## src/rtl/lsu_issue_sequencer_pkg.sv

```systemverilog
// Shared types for the LSU issue sequencer: functional-unit codes, head-entry struct, FSM states.
// Latency: n/a (types only).
// Backpressure: n/a (types only).
package lsu_issue_sequencer_pkg;

  // Functional-unit code carried by every request-buffer entry
  typedef enum logic [3:0] {
    NONE      = 4'd0,
    LOAD      = 4'd1,
    STORE     = 4'd2,
    ALU       = 4'd3,
    CTRL_FLOW = 4'd4,
    MULT      = 4'd5,
    CSR       = 4'd6,
    FPU       = 4'd7
  } fu_t;

  // Head entry of the LSU request buffer
  typedef struct packed {
    logic        valid;
    fu_t         fu;
    logic [3:0]  trans_id;
    logic [31:0] vaddr;
    logic [7:0]  be;
  } lsu_req_t;

  typedef enum logic [1:0] {
    IDLE     = 2'd0,
    ISSUE_LD = 2'd1,
    ISSUE_ST = 2'd2,
    DRAIN    = 2'd3
  } lsu_issue_state_e;

endpackage

```

## src/rtl/lsu_issue_stall_mon.sv

```systemverilog
// Counts consecutive handshake-wait cycles and flags a stall once the count reaches STALL_LIMIT.
// Latency: stall_o reflects waits up to the previous clock edge (decoded from the count register).
// Backpressure: none; observes the handshake only, the count saturates at STALL_LIMIT.
module lsu_issue_stall_mon #(
  parameter int unsigned STALL_LIMIT = 16
) (
  input  logic clk_i,
  input  logic rst_ni,
  input  logic wait_i,
  input  logic clear_i,
  output logic stall_o
);

  localparam int unsigned CW = $clog2(STALL_LIMIT + 1);

  logic [CW-1:0] cnt_q;

  // Saturating wait counter; clear wins over increment
  always_ff @(posedge clk_i or negedge rst_ni) begin
    if (!rst_ni) begin
      cnt_q <= '0;
    end else if (clear_i) begin
      cnt_q <= '0;
    end else if (wait_i && (cnt_q != CW'(STALL_LIMIT))) begin
      cnt_q <= cnt_q + 1'b1;
    end
  end

  assign stall_o = (cnt_q >= CW'(STALL_LIMIT));

endmodule

```

## src/rtl/lsu_issue_sequencer.sv

```systemverilog
// Takes the LSU request-buffer head, steers it to the load or store unit and pops the buffer on accept.
// Latency: sample -> unit valid 1 cycle; pop in the accept cycle; one drain cycle, so <= 1 request / 3 cycles.
// Backpressure: holds valid and req_o stable until ready; flush drops the request without popping.
module lsu_issue_sequencer
  import lsu_issue_sequencer_pkg::*;
#(
  parameter type         lsu_ctrl_t  = lsu_req_t,
  parameter int unsigned STALL_LIMIT = 16,
  parameter int unsigned CNT_WIDTH   = 32
) (
  input  logic                 clk_i,
  input  logic                 rst_ni,
  input  logic                 flush_i,
  input  lsu_ctrl_t            lsu_ctrl_i,
  input  logic                 buf_empty_i,
  output logic                 ld_valid_o,
  input  logic                 ld_ready_i,
  output logic                 st_valid_o,
  input  logic                 st_ready_i,
  output lsu_ctrl_t            req_o,
  output logic                 pop_ld_o,
  output logic                 pop_st_o,
  output logic                 stall_o,
  output logic                 bad_fu_o,
  output logic [CNT_WIDTH-1:0] ld_issued_o,
  output logic [CNT_WIDTH-1:0] st_issued_o
);

  lsu_issue_state_e      state_q, state_d;
  lsu_ctrl_t             req_q, req_d;
  logic [CNT_WIDTH-1:0]  ld_cnt_q, st_cnt_q;
  logic                  head_ld, head_st, head_bad;
  logic                  ld_acc, st_acc;
  logic                  stall_wait, stall_clear;

  assign head_ld  = lsu_ctrl_i.valid && (lsu_ctrl_i.fu == LOAD);
  assign head_st  = lsu_ctrl_i.valid && (lsu_ctrl_i.fu == STORE);
  assign head_bad = lsu_ctrl_i.valid && !head_ld && !head_st;

  // A flush in the accept cycle cancels the acceptance
  assign ld_acc = (state_q == ISSUE_LD) && ld_ready_i && !flush_i;
  assign st_acc = (state_q == ISSUE_ST) && st_ready_i && !flush_i;

  // State, latched request and issue counters
  always_ff @(posedge clk_i or negedge rst_ni) begin
    if (!rst_ni) begin
      state_q  <= IDLE;
      req_q    <= '0;
      ld_cnt_q <= '0;
      st_cnt_q <= '0;
    end else begin
      state_q <= state_d;
      req_q   <= req_d;
      if (ld_acc) ld_cnt_q <= ld_cnt_q + 1'b1;
      if (st_acc) st_cnt_q <= st_cnt_q + 1'b1;
    end
  end

  // Next state and request latch; flush overrides everything
  always_comb begin
    state_d = state_q;
    req_d   = req_q;
    if (flush_i) begin
      state_d = IDLE;
      req_d   = '0;
    end else begin
      case (state_q)
        IDLE: begin
          if (head_ld) begin
            state_d = ISSUE_LD;
            req_d   = lsu_ctrl_i;
          end else if (head_st) begin
            state_d = ISSUE_ST;
            req_d   = lsu_ctrl_i;
          end else if (head_bad) begin
            state_d = DRAIN;
          end
        end
        ISSUE_LD: if (ld_ready_i) state_d = DRAIN;
        ISSUE_ST: if (st_ready_i) state_d = DRAIN;
        DRAIN:    state_d = IDLE;
        default:  state_d = IDLE;
      endcase
    end
  end

  // Unit valids are Moore outputs; pops and the bad-fu pulse are same-cycle
  always_comb begin
    ld_valid_o = 1'b0;
    st_valid_o = 1'b0;
    pop_ld_o   = 1'b0;
    pop_st_o   = 1'b0;
    bad_fu_o   = 1'b0;
    case (state_q)
      IDLE: begin
        bad_fu_o = head_bad && !flush_i;
        pop_ld_o = head_bad && !flush_i;
      end
      ISSUE_LD: begin
        ld_valid_o = 1'b1;
        pop_ld_o   = ld_acc;
      end
      ISSUE_ST: begin
        st_valid_o = 1'b1;
        pop_st_o   = st_acc;
      end
      default: ;
    endcase
  end

  assign req_o       = req_q;
  assign ld_issued_o = ld_cnt_q;
  assign st_issued_o = st_cnt_q;

  assign stall_wait  = ((state_q == ISSUE_LD) && !ld_ready_i) ||
                       ((state_q == ISSUE_ST) && !st_ready_i);
  assign stall_clear = flush_i || ld_acc || st_acc ||
                       (state_q == IDLE) || (state_q == DRAIN);

  lsu_issue_stall_mon #(
    .STALL_LIMIT(STALL_LIMIT)
  ) u_stall_mon (
    .clk_i  (clk_i),
    .rst_ni (rst_ni),
    .wait_i (stall_wait),
    .clear_i(stall_clear),
    .stall_o(stall_o)
  );

`ifndef SYNTHESIS
  // The buffer must not report empty while its head is still owned here
  a_no_lost_entry: assert property (@(posedge clk_i) disable iff (!rst_ni)
    ((state_q != IDLE) && !flush_i) |-> !buf_empty_i)
    else $error("buffer reported empty with an unpopped entry in flight");

  a_pop_onehot: assert property (@(posedge clk_i) disable iff (!rst_ni)
    !(pop_ld_o && pop_st_o))
    else $error("load and store pop in the same cycle");

  a_valid_onehot: assert property (@(posedge clk_i) disable iff (!rst_ni)
    !(ld_valid_o && st_valid_o))
    else $error("load and store valid in the same cycle");
`endif

endmodule

```

## config.mk

```make
export PLATFORM = sky130hd
export DESIGN_NAME = lsu_issue_sequencer
export DESIGN_NICKNAME = d
export VERILOG_FILES = /design/src/rtl/lsu_issue_sequencer_pkg.sv /design/src/rtl/lsu_issue_stall_mon.sv /design/src/rtl/lsu_issue_sequencer.sv
export SDC_FILE = /design/constraint.sdc
export NUM_CORES = 1
export LEC_CHECK = 0
export ABC_AREA = 1
export BUFFER_PORTS_ARGS = -buffer_cell sky130_fd_sc_hd__buf_2
export CORE_MARGIN = 3
export CORE_UTILIZATION = 50
export DETAILED_ROUTE_END_ITERATION = 10
export PLACE_DENSITY = 0.78
export SYNTH_ARGS = -nofsm -noshare
export SYNTH_HDL_FRONTEND = slang
export SYNTH_SLANG_ARGS = --single-unit
```

## constraint.sdc

```tcl
create_clock -name clk_i -period 1.77 [get_ports clk_i]
set_input_delay 0.177 -clock clk_i [delete_from_list [all_inputs] [get_ports clk_i]]
set_output_delay 0.177 -clock clk_i [all_outputs]
set_load 0.02 [all_outputs]
```

==> results.md, run 1 <==
- Outcome: completed
- Synthesized cell area: 5858 sq um
- Fraction of the yosys area taken by sequential cells: 0.5126
- DRT iter0 DRCs: 367
- CP arrival: 2.05 ns
- Post-detailed-route count of antenna-violating nets: 0
- Vias per cell: 5.150
- Cells after Synth: 695
- Switching part of the total power: 0.3053
- Skew-Pair Late Insertion Delay: 0.41 ns
- CP max stage cell: dfrtp_1
- Top delay family on crit path: simple AND/OR/NAND/NOR gates
- Synthesized-area fraction occupied by adder cells: 0.01709
- Clk root buf: clkbuf_16
- Hpwl dp: 10.50 mm
- Peak supply drop: 827.3 uV
- Clk buf depth: 2
- Row count: 38
- Starting density of the core: 0.5265
- Sink Count: 120
- Crit path capture: ld_issued_o[6]
- CP required: 2.07 ns
- Hold WS: 0.01128 ns
- Initial antenna violation count: 1
- Routed wire length: 16.39 mm
- Fin crit share: 0.9895
- Int Power: 5.767 mW
- Reg clk slew, reported paths: 0.06 ns
- Setup slack, reg-to-reg: 0.02 ns
- Final hold violations: 0
- DRT Pass-1 Iters: 5
- Min-Delay Startpoint: lsu_ctrl_i[21]
- H-tree levels: 4
- Area after DPL: 6973 sq um
- CTS tree: yes
- Multiplexer area fraction after synthesis: 0
- Clock share of power: 0.423
- Leak: 4.520 nW
- DRC viols: 0
- Max-cap violation count: 0
- Synth warn: 0
- Worst path depth: 9
- Max Freq: 571.0 MHz
- Setup crit end kind: flop
- DR vias: 5629
- RR Endpoint: ld_issued_o[6]
- Min Tclk post-route: 1.751 ns
- RR Startpoint: state_q[1]
- Commonest non-fill, non-tap cell in the layout: nand2_1
- P_sw: 2.535 mW
- Crit-path cells: inv_2 -> ha_4 -> nand2_2 -> nor2_4 -> nand2_2 -> nor2_4 -> buf_4 -> xnor2_1 -> inv_1
- Cells on worst reg2reg path: 9
- Total GRT Usage: 0.2497
- Final core utilization: 0.7445
- Pin count of the biggest net entering global routing: 50
- Placer congestion estimate: 0.8842
- Unrepaired setup endpoints after global routing: true
- CP Buf/Inv Count: 3
- Share of layout cells above drive strength 1: 0.2983
- Final setup vio count: 0
- Chip Height: 114.2 um
- Num CTS Buffers: 17
- Post-route clock skew: 0.008584 ns
- Vias in the first global route: 5409
- Final net count: 1002
- Slew @ Worst Pin: 0.4328 ns
- GRT overflow: 0
- Slew margin rel.: 0.7115
- Finished Cell Area: 8283 sq um
- Syn nets: 758
- Post-synthesis compound-gate area fraction: 0.008757
- Drt wl/cell: 15.00 um
- First-pass GRT wire length: 25.83 mm
- Ports: 174
- Critical path class: flop to flop
- Die ar.: 13050 sq um
- Avg Synthesized Cell Area: 8.429 sq um
- Count of pins over their slew limit: 0
- Core ar.: 11130 sq um
- CP startpoint kind: flop
- Post-synthesis simple-gate area fraction: 0.3323
- Synth unique cells: 31
- Placed Cells: 1004
- Flops & latches, synth: 120
- XOR/XNOR Fraction of Synth Area: 0.07326
- Largest family of logic cells by synthesized area: simple AND/OR/NAND/NOR gates
- Power Dens Cells: 1002 nW/um^2
- CP max stage delay: 0.43 ns
- Crit Path Max Fanout: 6
- Most frequent cells in the layout: nand2_1 (215), buf_2 (169), dfrtp_1 (120), nand3_1 (77), nor2_1 (65)
- Die width: 114.2 um
- Logic pwr share: 0.199
- IO Port Bufs: 172
- Area Growth Syn to Fin: 41.39%
- Hold Path Class: primary input to flop
- Finished Layout Cells: 1093
- Total Power: 8.301 mW
- Sequential Power Share: 0.378
- CP Launch Point: state_q[1]
[layer usage]
metal	global-route usage	wire length (um)
met3	0.06342	820
met2	0.4055	8065
met1	0.3047	6795
met4	0.1370	708
met5	0	0
[cells in the mapped netlist]
master / n / area, sq um
nand2_1: 220 / 825.8
dfrtp_1: 120 / 3003
nand3_1: 79 / 395.4
nor2_1: 71 / 266.5
inv_1: 61 / 229.0
xnor2_1: 25 / 219.0
xor2_1: 24 / 210.2
nand4_1: 16 / 100.1
buf_2: 8 / 40.04
ha_1: 8 / 100.1
nor2_2: 8 / 50.05
nor3_1: 7 / 35.03
nand3b_1: 6 / 45.04
clkbuf_1: 4 / 15.01
nand2_2: 4 / 25.02
nand3_2: 4 / 40.04
nor2_4: 4 / 45.04
o21ai_0: 4 / 20.02
o21ai_1: 4 / 20.02
inv_2: 3 / 11.26
nor3_2: 3 / 30.03
buf_6: 2 / 22.52
nand3_4: 2 / 35.03
a21oi_1: 1 / 5.000
and3_1: 1 / 6.260
buf_1: 1 / 3.750
inv_4: 1 / 6.260
nand4_4: 1 / 21.27
nor2_8: 1 / 20.02
o22ai_1: 1 / 6.260
or2_2: 1 / 6.260
[power by group through the flow]
stage | clock [mW] | combinational (mW) | sequential (mW)
after CTS | 3.55 | 1.49 | 3.12
after global routing | 3.70 | 1.80 | 3.16
after global placement | 0 | 1.32 | 3.15
after detailed placement | 0 | 1.34 | 3.16
after floorplan | 0 | 0.599 | 3.35
final | 3.51 | 1.65 | 3.13
[worst register-to-register path, delay by kind of cell, from the launching register on]
| family | cells | cell delay, ns |
|---|---|---|
| xor+xnor | 1 | 0.10 |
| fa+ha+maj | 1 | 0.16 |
| buf+inv | 3 | 0.32 |
| flops | 1 | 0.43 |
| simple gates | 4 | 0.63 |
[area by class of cell]
type / count / area [sq um]
fillers: 810 / 2843
repair buffers: 240 / 1556
diodes: 1 / 2.502
inverters: 65 / 249.0
clock inverters: 14 / 161.4
well taps: 140 / 175.2
multi-input cells: 495 / 2696
flip-flops and latches: 120 / 3003
clock buffers: 18 / 439.2
[cell families (layout without fill, tap and decap cells)]
logic type      Yosys count  count (layout)
simple gates            428             428
flops                   120             120
buf+inv                  80             337
xor+xnor                 49              49
compound gates           10              10
fa+ha+maj                 8               8
other cells               0               1
[through the flow]
step | setup TNS, ns | setup slack [ns]
after floorplan | 0 | 0.03957
after global placement | 0 | 0.07154
after detailed placement | 0 | 0.05847
after CTS | -0.04262 | -0.02406
after global routing | -1.229 | -0.07330
final | 0 | 0.01867
[flip-flops by register name (all words and copies together), names as in the netlist]
| signal | count |
|---|---|
| ld_issued_o | 32 |
| state_q | 2 |
| u_stall_mon.cnt_q | 5 |
| st_issued_o | 32 |
| req_o | 49 |
[worst min path at each step]
stage | slack, ns | endpoint | cells after the start
global route | 0.01 | req_o[21] | 3
global placement | 0.14 | req_o[42] | 1
finish | 0.01 | req_o[21] | 3
CTS | 0.002 | req_o[13] | 3
detailed placement | 0.14 | req_o[42] | 1
floorplan | -0.12 | ld_issued_o[0] | 0
[repair_timing]
| item | in CTS | in global routing |
|---|---|---|
| hold buffers | 40 | 0 |
| resized for setup | 7 | 38 |
| buffers inserted | 5 | 11 |
| hold endpoints to repair | 67 | 0 |
| pin swaps | 1 | 15 |
| endpoints found under the setup margin | 3 | 32 |
Power figures use the tool's default switching activity.
==> run 2: changes to the inputs <==
--- a/config.mk
+++ b/config.mk
@@ -5,12 +5,13 @@
 export SDC_FILE = /design/constraint.sdc
 export NUM_CORES = 1
 export LEC_CHECK = 0
-export ABC_AREA = 1
+export ABC_AREA = 0
 export BUFFER_PORTS_ARGS = -buffer_cell sky130_fd_sc_hd__buf_2
 export CORE_MARGIN = 3
 export CORE_UTILIZATION = 50
 export DETAILED_ROUTE_END_ITERATION = 10
-export PLACE_DENSITY = 0.78
+export PLACE_DENSITY = 0.79
+export REMOVE_ABC_BUFFERS = 1
 export SYNTH_ARGS = -nofsm -noshare
 export SYNTH_HDL_FRONTEND = slang
 export SYNTH_SLANG_ARGS = --single-unit
==> run 2 against run 1 <==
  * The flow now finishes with violations (setup timing)
  * Routed wire length is 17% higher
  * Global-route usage rose by 2.5 points
  * Cell count is 13% lower
  * Critical endpoint is now pop_ld_o
  * Largest cell class unchanged
  * Largest power group unchanged
  * Highest routed layer is now met5
==> results.md, run 2 <==
- Outcome: finished, violations left
- Failing checks: setup timing
- Critical path class: flop to primary output
- Hold path cells: 3 (unchanged)
- Area after DPL: 6653 sq um (-4.6%)
- Share of layout cells above drive strength 1: 0.4699 (+0.1716)
- Synth cell count leaders: dfrtp_1 (120), nand2_1 (119), xnor2_1 (53)
- Area Growth Syn to Fin: 62.28%
- Num CTS Buffers: 17 (unchanged)
- Pin count of the biggest net entering global routing: 50 (unchanged)
- Power Dens Cells: 959.4 nW/um^2 (-4.3%)
- Final antenna diode count: 0 (-1)
- DRT iter0 DRCs: 359 (-2.2%)
- Core ar.: 10370 sq um (-6.8%)
- Initial antenna violation count: 1 (unchanged)
- Slew @ Worst Pin: 0.7754 ns (+0.3426 ns)
- PnR worst setup slack: -0.1259 ns (-0.1445 ns)
- Pre-CTS setup slack: -0.07331 ns (-0.1318 ns)
- Synth unique cells: 40 (+29%)
- Synth warn: 0 (unchanged)
- First-pass GRT wire length: 25.82 mm (about the same)
- IO Port Bufs: 172 (unchanged)
- CP required: 1.59 ns (-0.48 ns)
- Flops & latches, synth: 120 (unchanged)
- Most common cell in the netlist: dfrtp_1
- Max-cap violation count: 0 (unchanged)
- Synthesized cell area: 5358 sq um (-8.5%)
- Leak: 4.404 nW (-2.6%)
- Total GRT Usage: 0.2749 (+0.02520)
- Fin crit share: 1.071 (+0.08165)
- Clk buf depth: 2 (unchanged)
- Setup crit end kind: primary output
- Post-detailed-route count of antenna-violating nets: 0 (unchanged)
- Fin Setup TNS: -2.692 ns (-2.692 ns)
- Cells after Synth: 523 (-25%)
- GRT overflow: 0 (unchanged)
- Hold Path End: ld_issued_o[2]
- DRC viols: 0 (unchanged)
- Post-route clock skew: 0.007399 ns (-0.001185 ns)
- Skew-Pair Late Insertion Delay: 0.52 ns (+0.11 ns)
- Asr flop ratio synth: 1.000 (unchanged)
- Avg Synthesized Cell Area: 10.24 sq um (+22%)
- CP arrival: 1.72 ns (-0.33 ns)
- Vias in the first global route: 5371 (-0.70%)
- Unrepaired setup endpoints after global routing: true
- Vias per cell: 5.665 (+10%)
- Fraction of the yosys area taken by sequential cells: 0.5605 (+0.04788)
- CTS tree: yes
- Final net count: 866 (-14%)
- H-tree levels: 4 (unchanged)
- Setup slack, reg-to-reg: -0.12 ns (-0.14 ns)
- Routed wire length: 19.23 mm (+17%)
- DRT Pass-1 Iters: 4 (-1)
- RR Endpoint: ld_issued_o[26]
- Final setup vio count: 61 (+61)
- Ports: 174 (unchanged)
- Max reg flops: 49 (unchanged)
- Drt wl/cell: 20.22 um (+35%)
- Min Tclk post-route: 1.896 ns (+0.1445 ns)
- Hold Path Class: primary input to flop
- Max Freq: 527.5 MHz (-7.6%)
- Reg clk slew, reported paths: 0.06 ns (about the same)
- Yosys top cell area share: 0.5605 (+0.04788)
- Finished Cell Area: 8695 sq um (+5.0%)
- Starting density of the core: 0.5167 (-0.009890)
- Post-synth EDFFs: 0 (unchanged)
- Clk root buf: clkbuf_8
- Cell taking the most area after synthesis: dfrtp_1
- CP startpoint kind: flop
- Final hold violations: 0 (unchanged)
- Primary FF master, synth: dfrtp_1
- Placed Cells: 849 (-15%)
- Min-Delay Startpoint: ld_ready_i
- Cells on worst reg2reg path: 10 (+1)
- DR vias: 5387 (-4.3%)
- Die width: 109.5 um (-4.1%)
- Peak supply drop: 543.0 uV (-34%)
- Most frequent cells in the layout: buf_2 (167), dfrtp_1 (120), nand2_1 (82), xnor2_1 (49), dlygate4sd3_1 (48)
- Slew margin rel.: 0.4831 (-0.2284)
- Finished Layout Cells: 951 (-13%)
- RR Startpoint: state_q[1]
- Total Power: 8.342 mW (+0.49%)
- Placer congestion estimate: 0.7877 (-11%)
- Die ar.: 11990 sq um (-8.1%)
- Crit Path Max Fanout: 4 (-2)
- Hpwl dp: 9.943 mm (-5.3%)
- Sink Count: 120 (unchanged)
- Chip Height: 109.5 um (-4.1%)
- Commonest non-fill, non-tap cell in the layout: buf_2
- Row count: 37 (-2.6%)
- Count of pins over their slew limit: 0 (unchanged)
- Area contributors post-synth: dfrtp_1 (56%), xnor2_1 (8.7%), nand2_1 (8.3%), a21oi_1 (4.5%), nand4_1 (2.6%)
[run 2: changes by cell type in the layout (fill, tap and decap cells not counted), sizes merged, moves of 9 or more]
cell | before | now
xnor2 | 25 | 53
buf | 200 | 229
a21oi | 1 | 48
nor2 | 84 | 17
xor2 | 24 | 14
inv | 73 | 9
nand2 | 224 | 119
nand3 | 85 | 26
nor4 | 0 | 9
[run 2: area by class of cell]
type                       instances  area, sq um
inverter                           9        33.78
clock inverter                    12        151.4
timing repair buffer             281         2024
fill                             547         1675
clock buffer                      19        441.7
tap                              136        170.2
sequential                       120         3003
multi-input combinational        374         2870
[run 2: worst max-delay path by stage]
stage,startpoint,end,slack [ns],cells past startpoint
final,state_q[1],pop_ld_o,-0.13,7
after global routing,state_q[1],pop_ld_o,-0.19,7
after CTS,state_q[1],pop_ld_o,-0.1,7
after detailed placement,state_q[1],req_o[27],-0.07,7
after global placement,state_q[1],req_o[6],0.01,7
after floorplan,state_q[0],state_q[1],-2.98,6
[run 2: kinds of logic (layout without fill, tap and decap cells)]
family | Yosys count | after routing | synth area share
simple gates | 240 | 240 | 0.2282
flops | 120 | 120 | 0.5605
xor+xnor | 67 | 67 | 0.1095
compound gates | 57 | 57 | 0.05792
buf+inv | 29 | 321 | 0.02125
fa+ha+maj | 8 | 8 | 0.01868
mux | 2 | 2 | 0.003970
[run 2: power breakdown]
| part | internal [mW] | switching (mW) | total (mW) |
|---|---|---|---|
| logic | 0.820 | 1.02 | 1.84 |
| registers | 2.88 | 0.134 | 3.01 |
| clock network | 2.20 | 1.29 | 3.50 |
| total | 5.90 | 2.44 | 8.34 |
[run 2: metal layers]
layer,up-vias,track usage,share of wire
met1,2657,0.3314,0.37
met3,62,0.09630,0.093
met2,313,0.4582,0.50
li1,2353,-,-
met5,-,0,0.00068
met4,2,0.09528,0.032
[run 2: critical path, cell delays in order (launching register included)]
cell	delay (ns)
dfrtp_1	0.41
inv_2	0.11
buf_6	0.11
ha_4	0.14
nand3b_4	0.11
buf_6	0.15
nand2b_4	0.06
buf_6	0.11
[run 2: what timing repair did]
item	4_1_cts	5_1_grt
buffers inserted	10	8
hold endpoints to repair	167	0
resized for setup	24	152
setup endpoints to repair	56	89
gates cloned	0	6
pin swaps	4	81
hold buffers	48	0
[run 2: per-stage QoR]
step           hold WS (ns)  utilization
5_1_grt             0.04999       0.8384
4_1_cts            0.009856       0.7616
2_1_floorplan       -0.1186            -
3_3_place_gp         0.1328       0.6415
6_report            0.05312       0.8384
3_5_place_dp         0.1432       0.6415
